--- config.mk ---
export PLATFORM = sky130hd
export DESIGN_NAME = tl_ul_dma_initiator
export DESIGN_NICKNAME = d
export VERILOG_FILES = /design/src/rtl/tl_ul_dma_initiator.sv
export SDC_FILE = /design/constraint.sdc
export NUM_CORES = 1
export LEC_CHECK = 0
export ABC_AREA = 1
export BUFFER_PORTS_ARGS = -buffer_cell sky130_fd_sc_hd__clkbuf_2
export CORE_UTILIZATION = 57
export DETAILED_ROUTE_END_ITERATION = 12
export GPL_TIMING_DRIVEN = 0
export PLACE_DENSITY = 0.94
export SYNTH_ARGS = -nofsm -noshare
export SYNTH_HDL_FRONTEND = slang
export SYNTH_SLANG_ARGS = --single-unit
--- constraint.sdc ---
create_clock -name clk -period 4.2 [get_ports clk]
set_clock_uncertainty 0.15 [all_clocks]
set_input_delay 0.84 -clock clk [delete_from_list [all_inputs] [get_ports clk]]
set_output_delay 0.84 -clock clk [all_outputs]
set_load 0.05 [all_outputs]
--- src/rtl/tl_ul_dma_initiator.sv ---
// tl_ul_dma_initiator: TileLink-UL word-copy DMA master, one transaction outstanding.
// Define DMA_FILL_EN to add pattern-fill mode (cmd_fill/cmd_pattern).
module tl_ul_dma_initiator #(
  parameter int TL_SW     = 1,
  parameter int SOURCE_ID = 0,
  parameter int LEN_W     = 16
) (
  input  logic             clk,
  input  logic             reset_n,
  input  logic             cmd_valid,
  output logic             cmd_ready,
  input  logic [31:0]      cmd_src,
  input  logic [31:0]      cmd_dst,
  input  logic [LEN_W-1:0] cmd_len,
  input  logic             cmd_fill,
  input  logic [31:0]      cmd_pattern,
  output logic             done,
  output logic             error,
  output logic             busy,
  output logic [2:0]       tl_a_opcode,
  output logic [2:0]       tl_a_param,
  output logic [3:0]       tl_a_size,
  output logic [TL_SW-1:0] tl_a_source,
  output logic [31:0]      tl_a_address,
  output logic [3:0]       tl_a_mask,
  output logic [31:0]      tl_a_data,
  output logic             tl_a_corrupt,
  output logic             tl_a_valid,
  input  logic             tl_a_ready,
  input  logic [2:0]       tl_d_opcode,
  input  logic [1:0]       tl_d_param,
  input  logic [3:0]       tl_d_size,
  input  logic [TL_SW-1:0] tl_d_source,
  input  logic             tl_d_denied,
  input  logic [31:0]      tl_d_data,
  input  logic             tl_d_corrupt,
  input  logic             tl_d_valid,
  output logic             tl_d_ready
);
  typedef enum logic [2:0] {S_IDLE, S_RD_REQ, S_RD_RSP, S_WR_REQ, S_WR_RSP, S_FIN} state_t;
  localparam logic [2:0] OP_GET = 3'd4;
  localparam logic [2:0] OP_PUT = 3'd0;
  state_t           r_state;
  logic [31:0]      r_src, r_dst, r_data, r_addr;
  logic [LEN_W-1:0] r_len;
  logic [2:0]       r_opcode;
  logic             r_error, r_done, r_busy, r_cmd_ready, r_a_valid, r_d_ready, r_fill;
  logic [31:0]      w_src, w_dst, w_src_nxt, w_dst_nxt;
  logic             w_fill, w_unused;
  assign w_src     = {cmd_src[31:2], 2'b00};
  assign w_dst     = {cmd_dst[31:2], 2'b00};
  assign w_src_nxt = r_src + 32'd4;
  assign w_dst_nxt = r_dst + 32'd4;
`ifdef DMA_FILL_EN
  assign w_fill = cmd_fill;
`else
  assign w_fill = 1'b0;
`endif
  // D-channel echo fields are not checked: with one transaction outstanding the response always matches
  assign w_unused = ^{cmd_fill, cmd_src[1:0], cmd_dst[1:0], tl_d_opcode, tl_d_param, tl_d_size, tl_d_source};
  assign cmd_ready    = r_cmd_ready;
  assign done         = r_done;
  assign error        = r_error;
  assign busy         = r_busy;
  assign tl_a_opcode  = r_opcode;
  assign tl_a_param   = 3'd0;
  assign tl_a_size    = 4'd2;
  assign tl_a_source  = TL_SW'(SOURCE_ID);
  assign tl_a_address = r_addr;
  assign tl_a_mask    = 4'hF;
  assign tl_a_data    = r_data;
  assign tl_a_corrupt = 1'b0;
  assign tl_a_valid   = r_a_valid;
  assign tl_d_ready   = r_d_ready;
  always_ff @(posedge clk) begin
    if (!reset_n) begin
      r_state     <= S_IDLE;
      r_src       <= '0;
      r_dst       <= '0;
      r_len       <= '0;
      r_data      <= '0;
      r_addr      <= '0;
      r_opcode    <= OP_GET;
      r_fill      <= 1'b0;
      r_error     <= 1'b0;
      r_done      <= 1'b0;
      r_busy      <= 1'b0;
      r_cmd_ready <= 1'b1;
      r_a_valid   <= 1'b0;
      r_d_ready   <= 1'b0;
    end else begin
      r_done <= 1'b0;
      case (r_state)
        S_IDLE: if (cmd_valid) begin
          r_src       <= w_src;
          r_dst       <= w_dst;
          r_len       <= cmd_len;
          r_fill      <= w_fill;
          r_error     <= 1'b0;
          r_cmd_ready <= 1'b0;
          r_busy      <= 1'b1;
          if (cmd_len == '0) begin
            r_state <= S_FIN;
            r_done  <= 1'b1;
          end else if (w_fill) begin
            r_state   <= S_WR_REQ;
            r_a_valid <= 1'b1;
            r_opcode  <= OP_PUT;
            r_addr    <= w_dst;
            r_data    <= cmd_pattern;
          end else begin
            r_state   <= S_RD_REQ;
            r_a_valid <= 1'b1;
            r_opcode  <= OP_GET;
            r_addr    <= w_src;
          end
        end
        S_RD_REQ: if (tl_a_ready) begin
          r_state   <= S_RD_RSP;
          r_a_valid <= 1'b0;
          r_d_ready <= 1'b1;
        end
        S_RD_RSP: if (tl_d_valid) begin
          r_d_ready <= 1'b0;
          r_data    <= tl_d_data;
          if (tl_d_denied || tl_d_corrupt) begin
            r_error <= 1'b1;
            r_state <= S_FIN;
            r_done  <= 1'b1;
          end else begin
            r_state   <= S_WR_REQ;
            r_a_valid <= 1'b1;
            r_opcode  <= OP_PUT;
            r_addr    <= r_dst;
          end
        end
        S_WR_REQ: if (tl_a_ready) begin
          r_state   <= S_WR_RSP;
          r_a_valid <= 1'b0;
          r_d_ready <= 1'b1;
        end
        S_WR_RSP: if (tl_d_valid) begin
          r_d_ready <= 1'b0;
          if (tl_d_denied) begin
            r_error <= 1'b1;
            r_state <= S_FIN;
            r_done  <= 1'b1;
          end else begin
            r_src <= w_src_nxt;
            r_dst <= w_dst_nxt;
            r_len <= r_len - LEN_W'(1);
            if (r_len == LEN_W'(1)) begin
              r_state <= S_FIN;
              r_done  <= 1'b1;
            end else begin
              r_state   <= r_fill ? S_WR_REQ : S_RD_REQ;
              r_a_valid <= 1'b1;
              r_opcode  <= r_fill ? OP_PUT : OP_GET;
              r_addr    <= r_fill ? w_dst_nxt : w_src_nxt;
            end
          end
        end
        S_FIN: begin
          r_state     <= S_IDLE;
          r_busy      <= 1'b0;
          r_cmd_ready <= 1'b1;
        end
        default: r_state <= S_IDLE;
      endcase
    end
  end
endmodule

==> reports/qor_table.md <==
| Parameter | This run | Unit |
|:---|:---|:---|
| Outcome | finished, final reports clean | - |
| Total negative slack for setup checks | 0 | ns |
| GRT Util Overall | 44.3 | % |
| Final nets | 1,919 | - |
| RSZ-0062 raised after global routing | false | - |
| Xor-xnor portion of the synthesized cell area | 0.289 | % |
| Die Y | 128 | µm |
| Number of iterations in the first detailed-routing pass | 10 | - |
| Sink Count | 149 | - |
| Dominant combinational cell family by area after synthesis | simple AND/OR/NAND/NOR gates | - |
| Depth of the CTS H-tree | 4 | - |
| CP Data Required Time | 4.41 | ns |
| Count of hold buffers inserted by post-cts repair | 0 | - |
| Worst-Skew Late Latency | 0.44 | ns |
| Fraction of final layout cells with drive strength greater than 1 | 16.8 | % |
| Power dissipated by switching net loads | 4.17 | mW |
| Clk root buf | sky130_fd_sc_hd__clkbuf_16 | - |
| Power density cells | 747 | mW/mm² |
| DR iter-0 viols | 1,420 | - |
| Max FO, Critical Path | 10 | - |
| Non-Filler Instances | 1,979 | - |
| Hold Fails Final Rpt | 0 | - |
| DIE AREA | 0.0164 | mm² |
| Die Width | 128 | µm |
| Total half-perimeter wirelength after legalization and detailed placement | 26,500 | µm |
| Number of distinct library cells after synthesis | 37 | - |
| Mean number of vias per cell | 5.73 | - |
| Share of power burned in registers | 30.0 | % |
| Sw Ratio | 51.0 | % |
| Mean instance size in the synthesized netlist | 5.91 | µm² |
| Launch point of the worst path | reset_n | - |
| Post-layout min period | 2.57 | ns |
| CP Data Arrival Time | 2.79 | ns |
| Cell row count | 45 | - |
| Aggregate global routing overflow | 0 | - |
| Initial core utilization | 59.1 | % |
| Most frequent standard cell in the layout excluding fill and tap cells | sky130_fd_sc_hd__nand2_1 | - |
| Post-synthesis compound-gate area fraction | 15.3 | % |
| Critical Path Sink Type | flop | - |
| Synthesized netlist cell count | 1,537 | - |
| Pin count of the biggest net entering global routing | 17 | - |
| Final wirelength | 35,600 | µm |
| Via count of the first global-routing pass | 10,500 | - |
| Wire length of the first global-routing pass | 54,900 | µm |
| Top-level I/O count | 248 | - |
| Startpoint of the worst hold path | tl_a_valid | - |
| Final cycle utilization of the critical path | 61.3 | % |
| Dominant cell type by area after synthesis | sky130_fd_sc_hd__dfxtp_1 | - |
| Post-synthesis mux area share | 0 | % |
| FF+latch count, synth | 149 | - |
| Inserted Clock Buffers | 17 | - |
| Start-to-end type of the worst setup path | in2reg | - |
| Post-CTS Repair Setup Buffers | 0 | - |
| Dominant cells by area after synthesis | sky130_fd_sc_hd__dfxtp_1 (33%), sky130_fd_sc_hd__nand2_1 (18%), sky130_fd_sc_hd__nor2_1 (14%), sky130_fd_sc_hd__o21ai_0 (7.1%), sky130_fd_sc_hd__a21oi_1 (5.8%) | - |
| Buffers added on ports | 184 | - |
| Clk pwr share | 20.2 | % |
| Post-Syn Area | 0.00908 | mm² |
| Internal power | 4.00 | mW |
| Min-delay worst type | reg2reg | - |
| Slew at the pin closest to its max-slew limit | 0.895 | ns |
| Number of antenna violations at the first check in global routing | 2 | - |
| Seq/Total Area, Yosys | 32.9 | % |
| Final RePlAce weighted congestion | 0.972 | - |
| Mean routed wirelength per cell | 18.0 | µm |
| Clk slew on worst S/H paths | 0.07 | ns |
| Syn. warnings | 0 | - |
| Proportion of netlist area held by the largest area contributor | 32.9 | % |
| Count of cells resized by post-cts repair | 0 | - |
| DRC violation count after routing | 0 | - |
| Combinational group share of total power | 49.9 | % |
| DRT antenna net count | 0 | - |
| Achievable clock frequency | 389 | MHz |
| Clock tree from TritonCTS | yes | - |
| Worst reg2reg startpoint | r_src[12] | - |
| Setup slack of the worst register-to-register path | 1.66 | ns |
| Via count of the routed design | 11,300 | - |
| Startpoint Class | input port | - |
| Area of the core | 0.0154 | mm² |
| Largest vdd supply drop | 0.407 | mV |
| Max-capacitance violation count | 0 | - |
| Highest-count cells in the layout ignoring fill and taps | sky130_fd_sc_hd__nand2_1 (424), sky130_fd_sc_hd__nor2_1 (342), sky130_fd_sc_hd__clkbuf_2 (184), sky130_fd_sc_hd__dfxtp_1 (149), sky130_fd_sc_hd__o21ai_0 (128) | - |
| Area share of fa/ha/maj cells after synthesis | 0.551 | % |
| Slew Viols, Final | 0 | - |
| LEAKAGE | 5.12 | nW |
| CTS max path bufs | 2 | - |
| Simple-gate share of the synthesized area | 39.6 | % |
| Rel. slew slack | 40.3 | % |
| Synth-to-layout area growth | 20.3 | % |
| Post-placement cell count | 1,945 | - |
| Worst hold margin | 0.305 | ns |
| Final Setup Violations | 0 | - |
## final cells by class
class / count / area, µm²
Inverter: 135 / 508
Timing Repair Buffer: 184 / 921
Tap cell: 211 / 264
Clock buffer: 17 / 425
Multi-Input combinational cell: 1181 / 5120
Antenna cell: 2 / 5.00
Buffer: 85 / 517
Sequential cell: 149 / 2980
Clock inverter: 15 / 183
Fill cell: 1401 / 4450
## routing by layer
metal / up-vias / global-route usage, % / share of wire [%]
met5: - / 0 / 0
met2: 814 / 70.8 / 45
met4: 0 / 27.6 / 6.4
met3: 175 / 10.9 / 13
li1: 5291 / - / -
met1: 5068 / 53.4 / 36
## power groups by stage
stage	Combinational [mW]	Sequential, mW	Clock (mW)
after floorplan	2.17	3.03	0
after global routing	4.39	2.50	1.69
final	4.07	2.45	1.65
after global placement	3.81	2.42	0
after CTS	3.95	2.41	1.63
after detailed placement	3.90	2.43	0
## Yosys cell counts (all sizes together)
master,count
nand4,10
o211ai,4
buf,56
o21ai,130
dfxtp,149
inv,133
or2,2
ha,4
o22ai,5
nand3b,11
nor2,349
conb,2
nor4,1
nand2,432
o21a,6
nor3,4
clkbuf,29
a21oi,106
o31ai,2
nand3,85
a41oi,1
a211oi,2
o21bai,3
xor2,3
clkinv,2
a31oi,6
## path summary, 6_finish.rpt
check                     endpoint  cells after the start
hold / removal          tl_a_valid                      2
hold reg to reg         tl_a_valid                      2
setup reg to reg  tl_a_address[28]                      8
setup / recovery         r_dst[14]                      5
## flip-flops by register name, summed over array words and instances, names as in the netlist
| signal | flops |
|---|---|
| busy | 1 |
| cmd_ready | 1 |
| done | 1 |
| error | 1 |
| r_dst | 30 |
| r_len | 16 |
| r_src | 30 |
| r_state | 3 |
| tl_a_address | 31 |
| tl_a_data | 32 |
| tl_a_opcode | 1 |
| tl_a_valid | 1 |
| tl_d_ready | 1 |
## metrics by stage
stage | power, mW | area, µm² | util, % | setup slack [ns]
final | 8.16 | 10900 | 71.1 | 1.63
after global routing | 8.57 | 10900 | 71.1 | 1.56
after CTS | 7.99 | 10900 | 71.0 | 1.90
after detailed placement | 6.33 | 10300 | 67.1 | 1.53
after global placement | 6.24 | 10300 | 67.1 | 1.53
after floorplan | 5.20 | 9130 | - | 2.23
## cell families (layout without fill, tap and decap cells)
kind of cell               Yosys count  in the layout
AOI/OAI and AO/OA                  265            265
DFF                                149            149
buffers and inverters              220            436
and+or+nand+nor                    894            894
adders and majority gates            4              4
other                                2             17
xor gates and xnor gates             3              3
## worst max-delay path, stage by stage
cell and delay, ns:
sky130_fd_sc_hd__clkbuf_1 0.35, sky130_fd_sc_hd__clkbuf_1 0.56, sky130_fd_sc_hd__clkbuf_1 0.73, sky130_fd_sc_hd__nand2_1 0.13, sky130_fd_sc_hd__nor2_1 0.15
(Power assumes the default switching activity.)
